--- src/rtl/fetch_if.sv ---
// Instruction-fetch bus bundle: memory request/response, datapath redirect and
// the instruction handoff to decode.
//   master : the fetch unit (drives requests and the instruction output)
//   slave  : the environment (instruction memory plus datapath)
interface fetch_if;
  // Request channel to instruction memory
  logic        imem_req_valid;
  logic [31:0] imem_req_addr;
  logic        imem_req_ready;

  // In-order response channel from instruction memory
  logic        imem_resp_valid;
  logic [31:0] imem_resp_data;

  // Taken branch/jump from the datapath
  logic        redirect_valid;
  logic [31:0] redirect_pc;

  // Instruction handoff to the datapath
  logic        inst_valid;
  logic [31:0] inst_out;
  logic [31:0] inst_pc;
  logic        inst_ready;

  modport master (
    output imem_req_valid,
    output imem_req_addr,
    input  imem_req_ready,
    input  imem_resp_valid,
    input  imem_resp_data,
    input  redirect_valid,
    input  redirect_pc,
    output inst_valid,
    output inst_out,
    output inst_pc,
    input  inst_ready
  );

  modport slave (
    input  imem_req_valid,
    input  imem_req_addr,
    output imem_req_ready,
    output imem_resp_valid,
    output imem_resp_data,
    output redirect_valid,
    output redirect_pc,
    input  inst_valid,
    input  inst_out,
    input  inst_pc,
    output inst_ready
  );
endinterface

--- src/rtl/fetch_unit.sv ---
// Prefetching instruction fetch unit.
// Issues word-aligned requests from a fetch PC, tracks in-flight requests with
// an in-order pc queue, buffers returned instructions in a DEPTH-entry FIFO and
// hands them to the datapath. A redirect flushes the FIFO, retargets the fetch
// PC and marks every in-flight response for discard.
// Ports:
//   clk  - single clock, rising edge
//   rst  - synchronous, active-high reset
//   bus  - fetch_if.master: imem_req_*, imem_resp_*, redirect_*, inst_*
module fetch_unit #(
  parameter logic [31:0] RESET_PC = 32'h0000_0000,
  parameter int unsigned DEPTH    = 4
) (
  input  logic clk,
  input  logic rst,
  fetch_if.master bus
);

  localparam int unsigned CNT_W = $clog2(DEPTH + 1);
  localparam int unsigned PTR_W = $clog2(DEPTH);
  localparam int unsigned SUM_W = CNT_W + 1;
  localparam logic [31:0] NOP   = 32'h0000_0013;

  typedef struct packed {
    logic [31:0] pc;
    logic [31:0] inst;
  } entry_t;

  // Architectural state
  logic [31:0]      fetch_pc;
  logic [CNT_W-1:0] fifo_count;
  logic [CNT_W-1:0] outstanding;
  logic [CNT_W-1:0] drop_count;
  logic [PTR_W-1:0] fifo_rd_ptr;
  logic [PTR_W-1:0] fifo_wr_ptr;
  logic [PTR_W-1:0] pcq_rd_ptr;
  logic [PTR_W-1:0] pcq_wr_ptr;
  entry_t           fifo_mem [DEPTH];
  logic [31:0]      pcq_mem  [DEPTH];

  // Next-state values
  logic [31:0]      fetch_pc_nxt;
  logic [CNT_W-1:0] fifo_count_nxt;
  logic [CNT_W-1:0] outstanding_nxt;
  logic [CNT_W-1:0] drop_count_nxt;
  logic [PTR_W-1:0] fifo_rd_ptr_nxt;
  logic [PTR_W-1:0] fifo_wr_ptr_nxt;
  logic [PTR_W-1:0] pcq_rd_ptr_nxt;
  logic [PTR_W-1:0] pcq_wr_ptr_nxt;

  // Per-cycle events
  logic             req_valid_c;
  logic             credit_ok;
  logic             issue;
  logic             resp;
  logic             redirect;
  logic             push;
  logic             pop;
  logic             fifo_nonempty;
  logic [SUM_W-1:0] in_use;

  // Event decode. Credits count buffered plus in-flight words (including
  // ones already marked for discard), so every response always has a slot.
  always_comb begin
    in_use        = SUM_W'(fifo_count) + SUM_W'(outstanding);
    credit_ok     = in_use < SUM_W'(DEPTH);
    redirect      = bus.redirect_valid;
    req_valid_c   = !rst && !redirect && credit_ok;
    issue         = req_valid_c && bus.imem_req_ready;
    resp          = bus.imem_resp_valid;
    fifo_nonempty = fifo_count != '0;
    push          = resp && (drop_count == '0) && !redirect;
    pop           = fifo_nonempty && bus.inst_ready && !redirect;
  end

  // Next-state logic; redirect overrides every FIFO and PC update
  always_comb begin
    fetch_pc_nxt    = fetch_pc;
    fifo_count_nxt  = fifo_count;
    drop_count_nxt  = drop_count;
    fifo_rd_ptr_nxt = fifo_rd_ptr;
    fifo_wr_ptr_nxt = fifo_wr_ptr;
    pcq_rd_ptr_nxt  = pcq_rd_ptr;
    pcq_wr_ptr_nxt  = pcq_wr_ptr;
    outstanding_nxt = outstanding + CNT_W'(issue) - CNT_W'(resp);

    // The pc queue shadows outstanding requests, dropped or not
    if (issue) pcq_wr_ptr_nxt = pcq_wr_ptr + PTR_W'(1);
    if (resp)  pcq_rd_ptr_nxt = pcq_rd_ptr + PTR_W'(1);

    if (redirect) begin
      // Everything still in flight after this edge belongs to the old path
      fetch_pc_nxt    = bus.redirect_pc & 32'hFFFF_FFFC;
      fifo_count_nxt  = '0;
      fifo_wr_ptr_nxt = fifo_rd_ptr;
      drop_count_nxt  = outstanding_nxt;
    end else begin
      if (issue) fetch_pc_nxt = fetch_pc + 32'd4;
      if (resp && (drop_count != '0)) drop_count_nxt = drop_count - CNT_W'(1);
      if (push) fifo_wr_ptr_nxt = fifo_wr_ptr + PTR_W'(1);
      if (pop)  fifo_rd_ptr_nxt = fifo_rd_ptr + PTR_W'(1);
      fifo_count_nxt = fifo_count + CNT_W'(push) - CNT_W'(pop);
    end
  end

  // State register
  always_ff @(posedge clk) begin
    if (rst) begin
      fetch_pc    <= RESET_PC;
      fifo_count  <= '0;
      outstanding <= '0;
      drop_count  <= '0;
      fifo_rd_ptr <= '0;
      fifo_wr_ptr <= '0;
      pcq_rd_ptr  <= '0;
      pcq_wr_ptr  <= '0;
    end else begin
      fetch_pc    <= fetch_pc_nxt;
      fifo_count  <= fifo_count_nxt;
      outstanding <= outstanding_nxt;
      drop_count  <= drop_count_nxt;
      fifo_rd_ptr <= fifo_rd_ptr_nxt;
      fifo_wr_ptr <= fifo_wr_ptr_nxt;
      pcq_rd_ptr  <= pcq_rd_ptr_nxt;
      pcq_wr_ptr  <= pcq_wr_ptr_nxt;
    end
  end

  // Address of each issued request, consumed in response order
  always_ff @(posedge clk) begin
    if (issue) pcq_mem[pcq_wr_ptr] <= fetch_pc;
  end

  // Instruction FIFO storage; reset loads a NOP at RESET_PC so the head
  // presents a benign instruction while empty after reset
  always_ff @(posedge clk) begin
    if (rst) begin
      for (int unsigned i = 0; i < DEPTH; i++) begin
        fifo_mem[PTR_W'(i)] <= '{pc: RESET_PC, inst: NOP};
      end
    end else if (push) begin
      fifo_mem[fifo_wr_ptr] <= '{pc: pcq_mem[pcq_rd_ptr], inst: bus.imem_resp_data};
    end
  end

  // Outputs
  always_comb begin
    bus.imem_req_valid = req_valid_c;
    bus.imem_req_addr  = fetch_pc;
    bus.inst_valid     = !rst && fifo_nonempty;
    bus.inst_out       = fifo_mem[fifo_rd_ptr].inst;
    bus.inst_pc        = fifo_mem[fifo_rd_ptr].pc;
  end

  // Internal invariants guaranteed by the credit rule
  a_no_overflow: assert property (@(posedge clk) disable iff (rst)
    (push && !pop) |-> (fifo_count < CNT_W'(DEPTH)));
  a_outstanding_bound: assert property (@(posedge clk) disable iff (rst)
    outstanding <= CNT_W'(DEPTH));

endmodule

--- src/flat_wrapper.sv ---
// flat-port wrapper written by rule: the top's interface ports become plain ports
module fetch_unit_flat 
#(
  parameter logic [31:0] RESET_PC = 32'h0000_0000,
  parameter int unsigned DEPTH    = 4
)
  (clk, rst, bus_imem_req_valid, bus_imem_req_addr, bus_imem_req_ready, bus_imem_resp_valid, bus_imem_resp_data, bus_redirect_valid, bus_redirect_pc, bus_inst_valid, bus_inst_out, bus_inst_pc, bus_inst_ready);
  fetch_if bus_i ();
  input  logic clk;
  input  logic rst;
  output wire logic [$bits(bus_i.imem_req_valid)-1:0] bus_imem_req_valid;
  output wire logic [$bits(bus_i.imem_req_addr)-1:0] bus_imem_req_addr;
  input wire logic [$bits(bus_i.imem_req_ready)-1:0] bus_imem_req_ready;
  input wire logic [$bits(bus_i.imem_resp_valid)-1:0] bus_imem_resp_valid;
  input wire logic [$bits(bus_i.imem_resp_data)-1:0] bus_imem_resp_data;
  input wire logic [$bits(bus_i.redirect_valid)-1:0] bus_redirect_valid;
  input wire logic [$bits(bus_i.redirect_pc)-1:0] bus_redirect_pc;
  output wire logic [$bits(bus_i.inst_valid)-1:0] bus_inst_valid;
  output wire logic [$bits(bus_i.inst_out)-1:0] bus_inst_out;
  output wire logic [$bits(bus_i.inst_pc)-1:0] bus_inst_pc;
  input wire logic [$bits(bus_i.inst_ready)-1:0] bus_inst_ready;
  assign bus_imem_req_valid = bus_i.imem_req_valid;
  assign bus_imem_req_addr = bus_i.imem_req_addr;
  assign bus_i.imem_req_ready = bus_imem_req_ready;
  assign bus_i.imem_resp_valid = bus_imem_resp_valid;
  assign bus_i.imem_resp_data = bus_imem_resp_data;
  assign bus_i.redirect_valid = bus_redirect_valid;
  assign bus_i.redirect_pc = bus_redirect_pc;
  assign bus_inst_valid = bus_i.inst_valid;
  assign bus_inst_out = bus_i.inst_out;
  assign bus_inst_pc = bus_i.inst_pc;
  assign bus_i.inst_ready = bus_inst_ready;
  fetch_unit #(.RESET_PC(RESET_PC), .DEPTH(DEPTH)) u_core (.clk(clk), .rst(rst), .bus(bus_i));
endmodule
--- config.mk ---
export PLATFORM = sky130hd
export DESIGN_NAME = fetch_unit_flat
export DESIGN_NICKNAME = d
export VERILOG_FILES = /design/src/rtl/fetch_if.sv /design/src/rtl/fetch_unit.sv /design/src/flat_wrapper.sv
export SDC_FILE = /design/constraint.sdc
export NUM_CORES = 1
export LEC_CHECK = 0
export CORE_MARGIN = 2
export CORE_UTILIZATION = 25
export DETAILED_ROUTE_END_ITERATION = 12
export SLEW_MARGIN = 20
export SYNTH_ARGS = -nofsm -noshare
export SYNTH_HDL_FRONTEND = slang
export SYNTH_SLANG_ARGS = --single-unit
export TNS_END_PERCENT = 20
--- constraint.sdc ---
create_clock -name clk -period 9.6 [get_ports clk]
set_input_delay 2.4 -clock clk [delete_from_list [all_inputs] [get_ports clk]]
set_output_delay 2.4 -clock clk [all_outputs]
set_load 0.01 [all_outputs]
==> results of run 1 <==
[state kept, by name (all words and copies together) (netlist names), named ones only]
name                      count
u_core.bus.imem_req_addr     30
u_core.drop_count             3
u_core.fifo_count             3
u_core.fifo_mem             248
u_core.fifo_rd_ptr            2
u_core.fifo_wr_ptr            2
u_core.outstanding            3
u_core.pcq_mem              120
u_core.pcq_rd_ptr             2
u_core.pcq_wr_ptr             2
[final cells by class]
type	instances	share of cell area
clock inverter	23	0.008254
multi-input combinational	615	0.2281
tap	940	0.05425
antenna	1	0.0001154
clock buffer	61	0.05806
sequential	419	0.5573
timing repair buffer	173	0.07988
inverter	81	0.01403
[through the flow]
step	total power, mW	hold WS [ns]	instance area, µm²
after global routing	4.365	0.5444	21680
final	4.200	0.5083	21680
after CTS	4.263	0.5057	21650
after global placement	2.542	0.4759	20180
after detailed placement	2.554	0.4961	20210
after floorplan	2.362	0.4692	17600
[worst min-delay path: cells and delay by family (launching register included)]
family	cells	cell delay [ns]
AOI/OAI and AO/OA	1	0.05
DFF	1	0.34
and+or+nand+nor	1	0.07
[cells by family after synthesis]
family	synth area share
AO/OA/AOI/OAI	0.03115
XOR/XNOR	0.01046
adder cells (fa/ha/maj)	0.01152
buffers and inverters	0.03592
flip-flops	0.6862
multiplexers	0.1189
other	0.0002132
AND/OR/NAND/NOR	0.1056
[report_power, final]
part           switching, mW  internal [mW]
registers             0.0549           2.07
logic                  0.216          0.174
clock network          0.735          0.955
[placed cells by master, fill, tap and decap left out, drive strengths merged, types with 14 or more instances in the layout]
master	n
a21oi	35
and2	41
mux4	92
clkdlybuf4s50	159
nand2	85
inv	83
edfxtp	368
dfxtp	51
nor2	176
a31oi	14
xnor2	14
o21ai	18
clkbuf	61
clkinv	15
nand4	15
buf	14
[final timing paths]
check | start | to | slack [ns] | cells after the start
min | u_core.pcq_wr_ptr[1] | u_core.pcq_wr_ptr[1] | 0.51 | 2
max | rst | bus_imem_req_valid | 3.19 | 5
min reg2reg | u_core.pcq_wr_ptr[1] | u_core.pcq_wr_ptr[1] | 0.51 | 2
max reg2reg | u_core.drop_count[0] | u_core.fifo_mem[0][29] | 6.27 | 8
[layer usage]
layer / track usage / wire length, µm / vias up
li1: - / - / 4662
met1: 0.1528 / 18840 / 5190
met2: 0.1922 / 20350 / 293
met3: 0.02681 / 2508 / 55
met4: 0.03260 / 843 / 0
met5: 0 / 0 / -
==> impl_results.md, run 1 <==
- Result of the run: completed
- Leak: 7.390 nW
- Horiz. Die Dim: 269.3 µm
- Final setup violation count: 0
- Via density per instance: 4.410
- Count of non-filler cells in the finished layout: 2313
- Kind of cell with the highest combined delay on the critical path: buffers and inverters
- TritonCTS clock tree: built
- Area Growth Syn to Fin: 23.23%
- Routability congestion estimate: 0.7509
- CP arrival: 4.01 ns
- Clock-pin transition on the worst setup and hold timing paths: 0.06 ns
- Placement Setup Slack: 3.220 ns
- Max-slew violation count: 0
- Fraction of final layout cells sized beyond drive strength 1: 0.1480
- Post-detailed-route count of antenna-violating nets: 0
- Master cell of the clock root buffer: sky130_fd_sc_hd__clkbuf_16
- Most used DFF post-synth: sky130_fd_sc_hd__edfxtp_1
- Global-route wire length before repair: 64820 µm
- Category of the most critical setup path: in2out
- Worst VDD drop: 0.0001045 V
- Largest cells by area after synthesis: sky130_fd_sc_hd__edfxtp_1 (63%), sky130_fd_sc_hd__mux4_2 (12%), sky130_fd_sc_hd__dfxtp_1 (5.8%)
- Slew at the pin with the worst max-slew slack: 1.051 ns
- Drt first-iter violations: 929
- Slew Limit Headroom: 0.2991
- Initial antenna violation count: 0
- Top-level port count: 168
- H-tree depth reported by CTS: 2
- Critical path peak fanout: 55
- Drt first pass iters: 5
- Final layout net count: 1421
- Synthesized cell area: 17590 µm²
- Delay contributed by the slowest stage of the critical path: 0.56 ns
- CTS max path bufs: 3
- Sort of element at the start of the critical path: input pin
- Post-CTS setup-driven buffer insertion count: 0
- Maximum clock frequency: 0.1559 GHz
- Required arrival time at the worst endpoint: 7.20 ns
- Std cell rows: 97
- Register Area: 12080 µm²
- Share of synthesized registers carrying an async set or reset: 0
- Largest net degree at the start of global routing: 64
- Flop and latch count out of synthesis: 419
- Vias: 10200
- Final cycle utilization of the critical path: 0.6680
- Power density cells: 193.8 nW/µm²
- Setup repair after global routing missed its margin: no
- Ys Warns: 0
- Clock latency at the later pin of the worst-skew pair: 0.58 ns
- Average instance area after synthesis: 14.86 µm²
- Fill cell total of the finished layout: 6956
- Utilization of the core after routing: 0.3101
- Post-route minimum period: 6.413 ns
- Number of synthesized flops with an enable pin: 368
- Standard cell core area: 69910 µm²
- Worst Path Buf+Inv: 3
- Max-Cap Viols: 0
- IO Port Bufs: 161
- Most frequent cell after synthesis: sky130_fd_sc_hd__edfxtp_1
- Synth top area share: 0.6282
- Total of hold buffers inserted after clock tree synthesis: 0
- Remaining global-route overflow: 0
- Number of clock buffers inserted by TritonCTS: 46
- Combined area of the multi-input logic cells: 4945 µm²
- Hold Violations, Final: 0
- Critical Path, Cell by Cell: buf_2, buf_4, nor2_2, and3_1, clkdlybuf4s50_1
- Placed wire-length estimate: 25020 µm
- CP endpoint kind: primary output
- Cells resized by post-CTS repair: 0
- Post-synthesis instance total: 1184
- Largest area contributor in the netlist: sky130_fd_sc_hd__edfxtp_1
- Post-placement cell count: 2227
- Routed wirelength normalized by instance count: 18.39 µm
- DRC errors left: 0
- Number of global-route vias before repair: 10800
- Starting Density: 0.2516
- Seq/Total Area, Yosys: 0.6862
- Number of distinct library cells after synthesis: 62
- Chip height: 269.3 µm
- Worst min-delay path class: reg2reg
- Sink count of the clock tree: 419
- Master of the slowest instance on the critical path: sky130_fd_sc_hd__clkdlybuf4s50_1
- Final setup skew: 0.01336 ns
- Commonest cells in the synthesized netlist: sky130_fd_sc_hd__edfxtp_1 (368), sky130_fd_sc_hd__nor2_1 (174), sky130_fd_sc_hd__mux4_2 (92)
- Total Wirelength: 42540 µm
- Die Area: 72510 µm²
- Worst Setup Slack, final: 3.187 ns
- Global routing usage summed across all routing layers: 0.1163
- Setup TNS: 0 ns
Note: power is estimated with default switching activity, not from simulation.
==> run 2, diff against run 1 <==
- clock period: 9.6 -> 5.55 ns (I/O delays scaled with it)
==> impl_results.md, run 2 (synthesized netlist as in run 1, its figures left out) <==
- Result of the run: completed
- CTS max path bufs: 3
- CP arrival: 2.90 ns
- Max FFs per register: 248
- Antenna cell count: 0
- Slew at the pin with the worst max-slew slack: 1.068 ns
- Standard cell core area: 69910 µm²
- Global routing usage summed across all routing layers: 0.1161
- Horiz. Die Dim: 269.3 µm
- Placed wire-length estimate: 26070 µm
- Largest net degree at the start of global routing: 63
- Reg2reg end: u_core.fifo_mem[0][9]
- Max-slew violation count: 0
- Clock latency at the later pin of the worst-skew pair: 0.58 ns
- Required arrival time at the worst endpoint: 4.16 ns
- Total of hold buffers inserted after clock tree synthesis: 0
- Final setup skew: 0.01541 ns
- Most frequent cells in the layout: sky130_fd_sc_hd__edfxtp_1 (368), sky130_fd_sc_hd__nor2_1 (173), sky130_fd_sc_hd__clkdlybuf4s50_1 (159)
- Routability congestion estimate: 0.7624
- Master cell of the clock root buffer: sky130_fd_sc_hd__clkbuf_16
- Fill cell total of the finished layout: 6939
- Cells resized by post-CTS repair: 0
- Total Wirelength: 42600 µm
- Vias: 10270
- Leak: 7.507 nW
- Max-Cap Viols: 0
- Drt first-iter violations: 850
- Placement Setup Slack: 0.7707 ns
- Critical path peak fanout: 33
- Remaining global-route overflow: 0
- Startpoint of the lowest-slack register-to-register path: u_core.drop_count[0]
- Hold endpoint: u_core.pcq_mem[0][9]
- Final layout net count: 1428
- Worst Setup Slack, final: 1.258 ns
- Final setup violation count: 0
- Fin area: 21890 µm²
- Worst VDD drop: 0.0002050 V
- Post-CTS setup-driven buffer insertion count: 0
- Total Power Consumption: 7.577 mW
- Clock-pin transition on the worst setup and hold timing paths: 0.06 ns
- Setup slack on the worst flop-to-flop path: 2.26 ns
- Post-detailed-route count of antenna-violating nets: 0
- Setup repair after global routing missed its margin: no
- Largest reg by FF count: u_core.fifo_mem
- Category of the most critical setup path: reg2out
- TritonCTS clock tree: built
- Power density cells: 346.1 nW/µm²
- Routed wirelength normalized by instance count: 18.38 µm
- DRC errors left: 0
- Logic depth of the worst register-to-register path: 7
- IO Port Bufs: 161
- Area of placed instances: 20290 µm²
- Hold Crit Depth: 0
- Number of global-route vias before repair: 10640
- Starting Density: 0.2516
- Via density per instance: 4.429
- Die Area: 72510 µm²
- H-tree depth reported by CTS: 2
- Final cycle utilization of the critical path: 0.7733
- Drt first pass iters: 5
- Final Hold Slack: 0.5033 ns
- Area Growth Syn to Fin: 24.44%
- CP endpoint kind: primary output
- Worst min-delay path class: reg2reg
- Fraction of final layout cells sized beyond drive strength 1: 0.1531
- Sink count of the clock tree: 419
- Chip height: 269.3 µm
- Commonest non-fill, non-tap cell in the layout: sky130_fd_sc_hd__edfxtp_1
- Top-level port count: 168
- Post-route minimum period: 4.292 ns
- Number of clock buffers inserted by TritonCTS: 46
- Initial antenna violation count: 1
- Count of non-filler cells in the finished layout: 2318
- Sort of element at the start of the critical path: flip-flop
- Slew Limit Headroom: 0.2883
- Maximum clock frequency: 0.2330 GHz
- Hold Violations, Final: 0
- Std cell rows: 97
- Post-placement cell count: 2235
- Global-route wire length before repair: 64310 µm
- Utilization of the core after routing: 0.3132
- Startpoint of the worst hold path: u_core.bus.imem_req_addr[9]
- Setup TNS: 0 ns
[run 2: how the worst max path moves through the flow]
stage,startpoint,to,slack [ns],depth (start not counted)
finish,flip-flop,bus_inst_pc[31],1.26,3
global route,flip-flop,bus_inst_pc[24],1.04,3
CTS,flip-flop,bus_inst_pc[24],1.13,3
detailed placement,bus_imem_resp_valid,u_core.fifo_mem[0][8],0.77,6
global placement,bus_imem_resp_valid,u_core.fifo_mem[0][8],0.83,6
floorplan,rst,u_core.fifo_mem[0][0],1.37,6
[run 2: layer usage]
layer	global-route usage	up-vias	share of wire
met5	0	-	0
met4	0.02515	0	0.014
met3	0.02787	39	0.068
met2	0.1936	325	0.48
met1	0.1533	5221	0.43
li1	-	4682	-
[run 2: power breakdown]
part | internal [mW] | leakage (nW) | switching (mW)
combinational | 0.304 | 2.68 | 0.365
sequential | 3.57 | 4.05 | 0.102
clock | 1.96 | 0.771 | 1.28
[run 2: final cells by class]
| type | instances | area, µm² | share of cell area |
|---|---|---|---|
| Sequential cell | 419 | 12080 | 0.5519 |
| Clock buffer | 53 | 1177 | 0.05378 |
| Tap cell | 940 | 1176 | 0.05372 |
| Clock inverter | 30 | 419.2 | 0.01915 |
| Timing Repair Buffer | 180 | 1794 | 0.08196 |
| Multi-Input combinational cell | 615 | 4940 | 0.2256 |
| Inverter | 81 | 304.0 | 0.01389 |
[run 2: worst max-delay path: stages, from the launching register on]
cell and delay (ns):
sky130_fd_sc_hd__dfxtp_4 0.78, sky130_fd_sc_hd__buf_12 0.37, sky130_fd_sc_hd__mux4_2 0.58, sky130_fd_sc_hd__clkdlybuf4s50_1 0.53
==> run 3, diff against run 2 <==
- clock period: 5.55 -> 4.3 ns (I/O delays scaled with it)
==> impl_results.md, run 3 (synthesized netlist as in run 1, its figures left out) <==
- Result of the run: completed
- Power density cells: 435.7 nW/µm²
- Starting Density: 0.2516
- Top-level port count: 168
- Remaining global-route overflow: 0
- Commonest non-fill, non-tap cell in the layout: sky130_fd_sc_hd__edfxtp_1
- Placed wire-length estimate: 26240 µm
- Vias: 10350
- Worst Setup Slack, final: 0.6838 ns
- Initial antenna violation count: 0
- Kind of cell with the highest combined delay on the critical path: buffers and inverters
- Total Wirelength: 43120 µm
- Clock latency at the later pin of the worst-skew pair: 0.59 ns
- Largest net degree at the start of global routing: 63
- CP endpoint kind: primary output
- Slew at the pin with the worst max-slew slack: 1.071 ns
- Hold Violations, Final: 0
- Number of clock buffers inserted by TritonCTS: 46
- CTS max path bufs: 3
- Worst Path Buf+Inv: 2
- IO Port Bufs: 161
- Drt first pass iters: 5
- Post-detailed-route count of antenna-violating nets: 0
- Global-route wire length before repair: 65590 µm
- Portion of total power attributed to the clock network: 0.412
- Area of placed instances: 20410 µm²
- Sort of element at the start of the critical path: flip-flop
- Internal Pwr Total: 7.281 mW
- H-tree depth reported by CTS: 2
- Post-route minimum period: 3.616 ns
- CP arrival: 2.54 ns
- Clock-pin transition on the worst setup and hold timing paths: 0.06 ns
- Total Power Consumption: 9.548 mW
- Global routing usage summed across all routing layers: 0.1175
- Die Area: 72510 µm²
- Via density per instance: 4.441
- Sink count of the clock tree: 419
- Required arrival time at the worst endpoint: 3.22 ns
- Register share of total power: 0.496
- Master of the slowest instance on the critical path: sky130_fd_sc_hd__dfxtp_4
- Final setup violation count: 0
- Max FFs per register: 248
- Routability congestion estimate: 0.7556
- TritonCTS clock tree: built
- Std cell rows: 97
- Fill cell total of the finished layout: 6994
- Max-slew violation count: 0
- Worst min-delay path class: reg2reg
- Category of the most critical setup path: reg2out
- Standard cell core area: 69910 µm²
- Area Growth Syn to Fin: 24.58%
- Placement Setup Slack: 0.7016 ns
- Post-CTS setup-driven buffer insertion count: 0
- Chip height: 269.3 µm
- Net switching share of the total power: 0.2374
- Setup TNS: 0 ns
- Setup slack on the worst flop-to-flop path: 1.75 ns
- Largest reg by FF count: u_core.fifo_mem
- Fraction of final layout cells sized beyond drive strength 1: 0.1533
- Maximum clock frequency: 0.2765 GHz
- Delay contributed by the slowest stage of the critical path: 0.68 ns
- DRC errors left: 0
- Max-Cap Viols: 0
- Fin area: 21920 µm²
- Final cycle utilization of the critical path: 0.8410
- Number of global-route vias before repair: 10680
- Slew Limit Headroom: 0.2860
- Total of hold buffers inserted after clock tree synthesis: 0
- Setup repair after global routing missed its margin: no
- Final layout net count: 1437
- Switching power total: 2.267 mW
- Horiz. Die Dim: 269.3 µm
- Routed wirelength normalized by instance count: 18.51 µm
- Master cell of the clock root buffer: sky130_fd_sc_hd__clkbuf_16
- Drt first-iter violations: 830
- Final setup skew: 0.01399 ns
- Critical Path, Cell by Cell: buf_12, mux4_2, clkdlybuf4s50_1
- Worst VDD drop: 0.0002479 V
- Critical path peak fanout: 34
- Cells resized by post-CTS repair: 0
- Most frequent cells in the layout: sky130_fd_sc_hd__edfxtp_1 (368), sky130_fd_sc_hd__nor2_1 (174), sky130_fd_sc_hd__clkdlybuf4s50_1 (159)
- Combinational power share: 0.092
- Leak: 7.514 nW
==> run 3: cell types whose count changed in the layout (fill, tap and decap cells not counted), sizes merged <==
cell / change
inv: -2
clkbuf: +8
diode: +1
bufinv: -5
clkinv: +2
buf: +9
clkinvlp: -1
==> run 3: worst reg2reg max path, cell delays in order, from the launching register on <==
cell and delay (ns):
sky130_fd_sc_hd__dfxtp_1 0.70, sky130_fd_sc_hd__nand4_4 0.25, sky130_fd_sc_hd__nor4_4 0.77, sky130_fd_sc_hd__nand3_2 0.21
sky130_fd_sc_hd__o31a_1 0.29, sky130_fd_sc_hd__o31a_1 0.23
==> run 3: layout make-up <==
type / count / area (µm²) / share of cell area
flip-flops and latches: 419 / 12080 / 0.5513
clock inverters: 24 / 275.3 / 0.01256
diodes: 1 / 2.502 / 0.0001142
multi-input cells: 615 / 4937 / 0.2253
inverters: 81 / 304.0 / 0.01387
well taps: 940 / 1176 / 0.05367
clock buffers: 61 / 1227 / 0.05601
repair buffers: 189 / 1912 / 0.08723
==> run 3: power by group through the flow <==
stage / Combinational [mW] / Clock, mW / Sequential, mW
floorplan: 0.502 / 0 / 4.77
global placement: 0.886 / 0 / 4.81
finish: 0.878 / 3.93 / 4.74
CTS: 0.898 / 4.05 / 4.74
global route: 0.955 / 4.21 / 4.76
detailed placement: 0.894 / 0 / 4.83
==> run 3: worst paths after layout <==
kind / startpoint / end / cells after the start
worst max-delay path: flip-flop / bus_inst_pc[23] / 3
worst min-delay path: u_core.pcq_wr_ptr[1] / u_core.pcq_wr_ptr[1] / 2
worst max register to register: u_core.bus.imem_req_addr[9] / u_core.bus.imem_req_addr[30] / 5
worst min register to register: u_core.pcq_wr_ptr[1] / u_core.pcq_wr_ptr[1] / 2
==> run 3: metal layers <==
metal,share of wire,global-route usage
met5,0,0
met4,0.017,0.03056
met3,0.059,0.02565
met2,0.49,0.1976
met1,0.44,0.1535
==> run 3: through the flow <==
stage / utilization / hold WS (ns) / cells
finish: 0.3135 / 0.5008 / 2330
global route: 0.3135 / 0.5274 / 2329
CTS: 0.3135 / 0.5071 / 2329
detailed placement: 0.2920 / 0.4990 / 2244
global placement: 0.2920 / 0.4872 / 2244
floorplan: - / 0.4692 / 1187
